<file path="src/rtl/vga_filter_pkg.sv">
// Shared constants and types for the VGA scan engine and its colour-filter pipeline.
package vga_filter_pkg;
    localparam logic [2:0] MODE_PASS   = 3'd0;
    localparam logic [2:0] MODE_GREY   = 3'd1;
    localparam logic [2:0] MODE_INVERT = 3'd2;
    localparam logic [2:0] MODE_KEY    = 3'd3;
    localparam logic [2:0] MODE_BIN    = 3'd4;

    localparam logic [2:0] COLOR_RED   = 3'b001;
    localparam logic [2:0] COLOR_GREEN = 3'b010;
    localparam logic [2:0] COLOR_BLUE  = 3'b100;

    // 640x480@60 with a 25 MHz pixel clock
    localparam int DEF_H_ACTIVE = 640;
    localparam int DEF_H_FP     = 16;
    localparam int DEF_H_SYNC   = 96;
    localparam int DEF_H_BP     = 48;
    localparam int DEF_V_ACTIVE = 480;
    localparam int DEF_V_FP     = 10;
    localparam int DEF_V_SYNC   = 2;
    localparam int DEF_V_BP     = 33;

    // Sync flags carried down the delay line; hs/vs are "active" flags, polarity applied at the pins.
    typedef struct packed {
        logic hs;
        logic vs;
        logic de;
        logic fs;
    } sync_t;

    typedef struct packed {
        logic       start;
        logic [2:0] mode;
        logic [2:0] key;
    } ctrl_t;
endpackage

</file>
<file path="src/rtl/vga_filter_pipe_pix_filter.sv">
// Stateless pixel colour filter followed by a single output register; output is 0 when en is low.
module pix_filter
    import vga_filter_pkg::*;
#(
    parameter int CW     = 4,
    parameter int THRESH = 8
) (
    input  logic            clk,
    input  logic            rst,
    input  logic            en,
    input  logic [2:0]      mode,
    input  logic [2:0]      key,
    input  logic [3*CW-1:0] pixel,
    output logic [3*CW-1:0] pix_out
);
    localparam logic [CW+1:0] THR = (CW+2)'(THRESH);

    logic [CW-1:0]   r, g, b, grey;
    logic [CW+1:0]   sum;
    logic [2:0]      dom;
    logic [3*CW-1:0] res, pix_d, pix_q;

    always_comb begin
        r    = pixel[3*CW-1 -: CW];
        g    = pixel[2*CW-1 -: CW];
        b    = pixel[CW-1:0];
        sum  = {2'b00, r} + {1'b0, g, 1'b0} + {2'b00, b};
        grey = sum[CW+1:2];
        // strictly dominant channel only; any tie leaves dom at 0 so it never matches a key
        dom = 3'b000;
        if (r > g && r > b)      dom = COLOR_RED;
        else if (g > r && g > b) dom = COLOR_GREEN;
        else if (b > r && b > g) dom = COLOR_BLUE;

        case (mode)
            MODE_GREY:   res = {grey, grey, grey};
            MODE_INVERT: res = ~pixel;
            MODE_KEY:    res = (!$onehot(key) || dom == key) ? pixel : {grey, grey, grey};
            MODE_BIN:    res = ({2'b00, grey} >= THR) ? '1 : '0;
            default:     res = pixel;
        endcase
        pix_d = en ? res : '0;
    end

    always_ff @(posedge clk) begin
        if (rst) pix_q <= '0;
        else     pix_q <= pix_d;
    end

    assign pix_out = pix_q;
endmodule

</file>
<file path="src/rtl/vga_filter_pipe.sv">
// VGA scan engine: h/v counters, incremental frame-RAM address, sync delay line and per-frame filter control.
module vga_filter_pipe
    import vga_filter_pkg::*;
#(
    parameter int H_ACTIVE = DEF_H_ACTIVE,
    parameter int H_FP     = DEF_H_FP,
    parameter int H_SYNC   = DEF_H_SYNC,
    parameter int H_BP     = DEF_H_BP,
    parameter int V_ACTIVE = DEF_V_ACTIVE,
    parameter int V_FP     = DEF_V_FP,
    parameter int V_SYNC   = DEF_V_SYNC,
    parameter int V_BP     = DEF_V_BP,
    parameter int CW       = 4,
    parameter int ADDR_W   = 19,
    parameter int RAM_LAT  = 1,
    parameter int SYNC_POL = 0,
    parameter int THRESH   = 8
) (
    input  logic              clk,
    input  logic              rst,
    input  logic              filter_start,
    input  logic [2:0]        mode,
    input  logic [2:0]        key_color,
    input  logic [3*CW-1:0]   pix_data,
    output logic [ADDR_W-1:0] pix_addr,
    output logic              hs,
    output logic              vs,
    output logic              de,
    output logic [3*CW-1:0]   vga_data,
    output logic              frame_start
);
    localparam int H_TOT = H_ACTIVE + H_FP + H_SYNC + H_BP;
    localparam int V_TOT = V_ACTIVE + V_FP + V_SYNC + V_BP;
    localparam int HW    = $clog2(H_TOT);
    localparam int VW    = $clog2(V_TOT);

    logic [HW-1:0]     h_q, h_d;
    logic [VW-1:0]     v_q, v_d;
    logic [ADDR_W-1:0] addr_q, addr_d;
    ctrl_t             ctrl_q, ctrl_d;
    sync_t             raw;
    sync_t             sync_q [RAM_LAT:0];
    sync_t             sync_d [RAM_LAT:0];

    always_comb begin
        h_d = h_q + HW'(1);
        v_d = v_q;
        if (h_q == HW'(H_TOT-1)) begin
            h_d = '0;
            v_d = (v_q == VW'(V_TOT-1)) ? '0 : v_q + VW'(1);
        end

        raw.hs = (h_q >= HW'(H_ACTIVE+H_FP)) && (h_q <= HW'(H_ACTIVE+H_FP+H_SYNC-1));
        raw.vs = (v_q >= VW'(V_ACTIVE+V_FP)) && (v_q <= VW'(V_ACTIVE+V_FP+V_SYNC-1));
        raw.de = (h_q < HW'(H_ACTIVE)) && (v_q < VW'(V_ACTIVE));
        raw.fs = (h_q == '0) && (v_q == '0);

        // running count of active pixels replaces y*H_ACTIVE+x
        addr_d = addr_q;
        if (h_d == '0 && v_d == '0) addr_d = '0;
        else if (raw.de)            addr_d = addr_q + ADDR_W'(1);

        ctrl_d = ctrl_q;
        if (raw.fs) ctrl_d = {filter_start, mode, key_color};

        sync_d[0] = raw;
        for (int i = 1; i <= RAM_LAT; i++) sync_d[i] = sync_q[i-1];
    end

    always_ff @(posedge clk) begin
        if (rst) begin
            h_q    <= '0;
            v_q    <= '0;
            addr_q <= '0;
            ctrl_q <= '0;
            for (int i = 0; i <= RAM_LAT; i++) sync_q[i] <= '0;
        end else begin
            h_q    <= h_d;
            v_q    <= v_d;
            addr_q <= addr_d;
            ctrl_q <= ctrl_d;
            for (int i = 0; i <= RAM_LAT; i++) sync_q[i] <= sync_d[i];
        end
    end

    // filter input sits RAM_LAT cycles behind stage 0, where the RAM data for that pixel arrives
    pix_filter #(.CW(CW), .THRESH(THRESH)) u_filter (
        .clk     (clk),
        .rst     (rst),
        .en      (sync_q[RAM_LAT-1].de),
        .mode    (ctrl_q.start ? ctrl_q.mode : MODE_PASS),
        .key     (ctrl_q.key),
        .pixel   (pix_data),
        .pix_out (vga_data)
    );

    assign pix_addr    = addr_q;
    assign hs          = (SYNC_POL != 0) ? sync_q[RAM_LAT].hs : ~sync_q[RAM_LAT].hs;
    assign vs          = (SYNC_POL != 0) ? sync_q[RAM_LAT].vs : ~sync_q[RAM_LAT].vs;
    assign de          = sync_q[RAM_LAT].de;
    assign frame_start = sync_q[RAM_LAT].fs;
endmodule
</file>
<file path="config.mk">
export PLATFORM = sky130hd
export DESIGN_NAME = vga_filter_pipe
export DESIGN_NICKNAME = d
export VERILOG_FILES = /design/src/rtl/vga_filter_pkg.sv /design/src/rtl/vga_filter_pipe_pix_filter.sv /design/src/rtl/vga_filter_pipe.sv
export SDC_FILE = /design/constraint.sdc
export NUM_CORES = 1
export LEC_CHECK = 0
export BUFFER_PORTS_ARGS = -buffer_cell sky130_fd_sc_hd__buf_4
export CELL_PAD_IN_SITES_DETAIL_PLACEMENT = 1
export CELL_PAD_IN_SITES_GLOBAL_PLACEMENT = 1
export CORE_ASPECT_RATIO = 0.75
export CORE_MARGIN = 5
export CORE_UTILIZATION = 44
export DETAILED_ROUTE_END_ITERATION = 6
export GPL_TIMING_DRIVEN = 0
export PLACE_DENSITY = 0.77
export REMOVE_ABC_BUFFERS = 1
export SLEW_MARGIN = 10
export SYNTH_ARGS = -nofsm -noshare
export SYNTH_HDL_FRONTEND = slang
export SYNTH_SLANG_ARGS = --single-unit
</file>
<file path="constraint.sdc">
create_clock -name clk -period 4.5 [get_ports clk]
set_input_delay 0.9 -clock clk [delete_from_list [all_inputs] [get_ports clk]]
set_output_delay 0.9 -clock clk [all_outputs]
set_load 0.005 [all_outputs]
</file>
# ---- Word-level counts from Yosys, hierarchy flattened
# Memory sizes are Yosys's and may differ from the RTL's.
# Cells that the tools add are included.
# W data, S select, Z words.
dict set report totals {
  output_inout_bits 35
  inputBits 21
  wordCells 73
  regBits 58
  mem_bits_rw 8
  memories 1
}
# memory depth word_bits read_ports rd_ports_with_merged_regs write_ports line
set mem_list {}
lappend mem_list {sync_q 2 4 2 0 2 vga_filter_pipe.sv:42} ;# sync_t sync_q [RAM_LAT:0];
dict set report op_classes {
  reduce_logical 16
  n_lt_le_gt_ge 13
  n_eq_ne 8
  addsub 7
  bitwise_logic 6
  mux 15
}
# op n
set ops {}
lappend ops {{$pmux W12 S4} 1}
lappend ops {{$logic_not A10 Y1} 4}
lappend ops {{$mux W10} 3}
lappend ops {{$gt A4 B4 Y1} 6}
lappend ops {{$mux W12} 2}
lappend ops {{$add A10 B1 Y10 const B} 2}
lappend ops {{$eq A10 B10 Y1 const B} 2}
lappend ops {{$add A19 B1 Y19 const B} 1}
lappend ops {{$mux W3} 4}
lappend ops {{$not A12 Y12} 1}
lappend ops {{$ge A10 B10 Y1 const B} 1}
lappend ops {{$ge A10 B9 Y1 const B} 1}
lappend ops {{$le A10 B10 Y1 const B} 1}
lappend ops {{$le A10 B9 Y1 const B} 1}
lappend ops {{$lt A10 B10 Y1 const B} 1}
lappend ops {{$lt A10 B9 Y1 const B} 1}
lappend ops {{$logic_and A1 B1 Y1} 8}
lappend ops {{$mux W4} 2}
lappend ops {{$add A4 B5 Y6} 1}
lappend ops {{$add A6 B4 Y6} 1}
lappend ops {{$eq A3 B2 Y1 const B} 2}
lappend ops {{$ge A4 B4 Y1 const B} 1}
lappend ops {{$reduce_or A2 Y1} 2}
lappend ops {{$eq A3 B1 Y1 const B} 1}
lappend ops {{other kinds (10)} 15}

# ---- Longest topological paths before layout
dict set report depth {
  word_depth 9
  depth_mapped 11
  mapped_depth_nobuf 11
}

# ---- By module
# A second synthesis with hierarchy kept.
dict set report unflattened {
  hier_cells 510
  area_unflattened_um2 4174.0
}
# module cells_per_inst seq_area_each_um2 instances area_per_inst_um2
set by_module_without_submodules {}
lappend by_module_without_submodules {vga_filter_pipe 329 1081.0 1 2778.9}
lappend by_module_without_submodules {pix_filter 181 240.2 1 1395.1}

# ---- Worst setup path before layout
# Ideal clock, no wire load.
dict set report synth_path {
  path_type {input to register}
  startpoint {in pix_data[1]}
  endpoint {reg u_filter.pix_q[10], in the netlist u_filter.pix_out[10]}
  path_stages 10
  required_time_ns 4.378
  path_buffers 0
  setup_time_ns 0.122
  path_slack_ns 0.985
  arrival_time_ns 3.393
  cell_sequence {inv_1 -> fa_1 -> nor2b_1 -> fa_1 -> a21o_1 -> a21o_1 -> nor4_1 -> a311oi_1 -> o221a_2 -> a311o_1}
}
dict set report synth_via {
  elab_chain_len 9
  word_cells_on_any_way 17
  cone_classes {add/sub (1); order compare (5); eq/ne (1); mux (6); reduce/logical (4)}
}
# element line
set synth_lines {}
lappend synth_lines {{from (decl)} vga_filter_pipe.sv:24} ;# input logic [3*CW-1:0] pix_data,
lappend synth_lines {{$gt A4 B4 Y1} vga_filter_pipe_pix_filter.sv:33} ;# else if (b > r && b > g) dom = COLOR_BLUE;
lappend synth_lines {{$logic_and A1 B1 Y1} vga_filter_pipe_pix_filter.sv:33}
lappend synth_lines {{$mux W3} vga_filter_pipe_pix_filter.sv:33}
lappend synth_lines {{$mux W3} vga_filter_pipe_pix_filter.sv:32} ;# else if (g > r && g > b) dom = COLOR_GREEN;
lappend synth_lines {{$mux W3} vga_filter_pipe_pix_filter.sv:31} ;# if (r > g && r > b) dom = COLOR_RED;
lappend synth_lines {{$eq A3 B3 Y1} vga_filter_pipe_pix_filter.sv:38} ;# MODE_KEY: res = (!$onehot(key) || dom == key) ? pixel : {grey, grey, grey};
lappend synth_lines {{$logic_or A1 B1 Y1} vga_filter_pipe_pix_filter.sv:38}
lappend synth_lines {{$mux W12} vga_filter_pipe_pix_filter.sv:38}
lappend synth_lines {{$pmux W12 S4 (*)} vga_filter_pipe_pix_filter.sv:35} ;# case (mode)
lappend synth_lines {{to (signal assigned)} vga_filter_pipe_pix_filter.sv:47} ;# else pix_q <= pix_d;
lappend synth_lines {{to (decl)} vga_filter_pipe_pix_filter.sv:21} ;# logic [3*CW-1:0] res, pix_d, pix_q;
# Every way passes the cells marked *; elsewhere a longest branch is shown, timed or not.
# A chain may end at the register's enable or synchronous reset.

# ---- Final worst setup path
# Ends and elaborated chain as after synthesis.

==> flow_summary.yaml <==
status:
  status: "finished, final reports clean"
critical_path:
  required_ns: 4.73
  critPathLaunchType: "input pin"
  path_class: "input pin to flop"
  cp_max_fo: 6
  cp.arrival_ns: 4.11
  crit_path_end_kind: "flop"
floorplan:
  core_um2: 9196
  fp-row-count: 30
  die_y_um: 94.62
  io_pins: 56
  dieArea_um2: 11620
  die_w_um: 122.8
  start_util_pct: 45.67
yosys:
  synth_top_area_share_pct: 31.46
  ys_types: 65
  synth-edff-count: 0
  synthTopCellsByArea: "dfxtp_1 31%, ha_1 6.6%, nor2_1 5.2%"
  synthArstFlopShare_pct: 0
  syn_avg_cell_area_um2: 8.434
  ys_warn_count: 0
  synth_largest_area_cell: "dfxtp_1"
  netlist_area_um2: 4200
  synthFlopType: "dfxtp_1"
  ys_seq_area_share_pct: 31.46
  synth-seq-cells: 66
  syn_inst: 498
pwr:
  power.leakage_uw: 0.002006
  peakVddDrop_mv: 0.2427
  power_density_nw_per_um2: 318.9
grt:
  grt_max_degree: 51
  grt_overflow: 0
  track_usage_pct: 21.84
  grt_pass1_vias: 4000
  grt_antenna_before_repair: 0
  grt_pass1_wl_mm: 19.99
cells_and_area:
  n_fill_cell: 1117
  layout_common_cells: "66 x dfxtp_1, 58 x nor2_1, 55 x buf_4, 28 x nand2_1"
  layout.cells.non_filler: 671
  fin_util_pct: 53.62
  areaGrowthSynthToFinish_pct: 17.40
  layout_commonest_cell: "dfxtp_1"
  layout.nets: 586
  antenna_cells: 0
  layout-drive-gt1-share_pct: 18.23
clock_tree:
  postCtsSetupBuffers: 0
  htree_levels: 3
  cts_tree: "built"
  hold_buffers: 0
  cts_buffer_depth: 2
  clk_latency_ns: 0.34
  cts.repair.resized: 0
  clk_pin_slew_ns: 0.06
  cts_buffers: 9
  cts_root_buf: "clkbuf_16"
  cts_sinks: 66
routing:
  via_per_inst: 5.770
  drt_first_pass_iters: 4
  routed_wirelength_mm: 12.09
  antenna_left: 0
  drtIter0Drc: 223
  drc: 0
  wl_per_cell_um: 18.01
  vias: 3872
timing:
  drv_slew: 0
  max_freq_mhz: 257.6
  finalSetupTns_ns: 0
  hold_viol: 0
  min_period_over_period_pct: 86.27
  timing.final.crit_period_ns: 3.882
  max-slew-margin-rel_pct: 31.64
  worst_pin_slew_ns: 1.023
  setup_violations: 0
  finClkSkew_ns: 0.008071
  rsz0062_at_grt: "false"
placement:
  place_congestion: 0.8528
  port_buffers: 55
  dp.cells: 655
  dp_hpwl_mm: 9.162
worst_hold_path:
  hp-class: "flop to flop"
run:
  maxCapViolations: 0
-- worst max-delay path, cell delays in order --
cell and delay (ns):
buf_4 0.12, inv_1 0.08, fa_1 0.53, nor2b_1 0.07, fa_1 0.41, a21o_1 0.22, a21o_1 0.21, nor4_1 0.78
a311oi_1 0.20, o221a_2 0.31, a311o_1 0.26
-- sequential cells by signal (all words and copies together) (netlist names) --
signal / cells
ctrl_q: 7
h_q: 10
pix_addr: 19
sync_q: 8
u_filter.pix_out: 12
v_q: 10
-- synthesized netlist by cell type (all sizes together), types with 8 or more instances --
library cell and instances:
and3 13, nor3 28, xor2 22, a21oi 23, ha 22, mux2i 9, inv 23, dfxtp 66
nor2b 11, o21ai 20, buf 10, nand3 23, nor2 59, o22ai 8, clkbuf 17, nand4 16
xnor2 10, nor4 9, nand2 29
-- cell families (layout without fill, tap and decap cells) --
logic type | count (synthesis) | count (layout) | synth area share, %
fa+ha+maj | 27 | 27 | 8.937
buf+inv | 50 | 95 | 5.332
xor+xnor | 32 | 32 | 6.672
flops | 66 | 66 | 31.46
simple gates | 211 | 211 | 28.21
mux | 9 | 9 | 2.145
compound gates | 103 | 103 | 17.25
-- path summary, 6_finish.rpt --
kind	from	endpoint	slack [ns]	cells after the start
max reg2reg	h_q[4]	pix_addr[7]	1.13	8
min	sync_q[0][2]	sync_q[0][6]	0.44	1
min reg2reg	sync_q[0][2]	sync_q[0][6]	0.44	1
max	pix_data[1]	u_filter.pix_out[10]	0.62	11
-- per-layer routing --
metal / up-vias / global-route usage (%) / wire length [µm]
li1: 1892 / - / -
met1: 1884 / 29.22 / 5736
met2: 87 / 35.47 / 5619
met3: 9 / 5.808 / 633
met4: 0 / 4.660 / 97
met5: - / 0 / 0
-- layout make-up --
cell class	count	area, µm²	area share, %
Clock buffer	11	242.7	4.923
Clock inverter	5	37.54	0.7612
Inverter	23	86.33	1.751
Multi-Input combinational cell	382	2655	53.84
Sequential cell	66	1321	26.80
Tap cell	128	160.2	3.248
Timing Repair Buffer	56	427.9	8.678
-- power by group --
| part | switching (µW) | internal [µW] |
|---|---|---|
| clock | 270 | 390 |
| combinational | 173 | 112 |
| sequential | 22.8 | 604 |
| total | 466 | 1110 |
-- through the flow --
stage / total power [µW] / hold WS [ns] / area [µm²] / setup slack (ns)
final: 1573 / 0.4408 / 4931 / 0.6179
after global routing: 1647 / 0.4567 / 4931 / 0.4533
after CTS: 1586 / 0.4471 / 4931 / 0.6690
after detailed placement: 920.9 / 0.4340 / 4651 / 0.3252
after global placement: 905.5 / 0.4165 / 4636 / 0.3669
after floorplan: 807.5 / 0.4138 / 4063 / 0.9854
(Power assumes the default switching activity.)
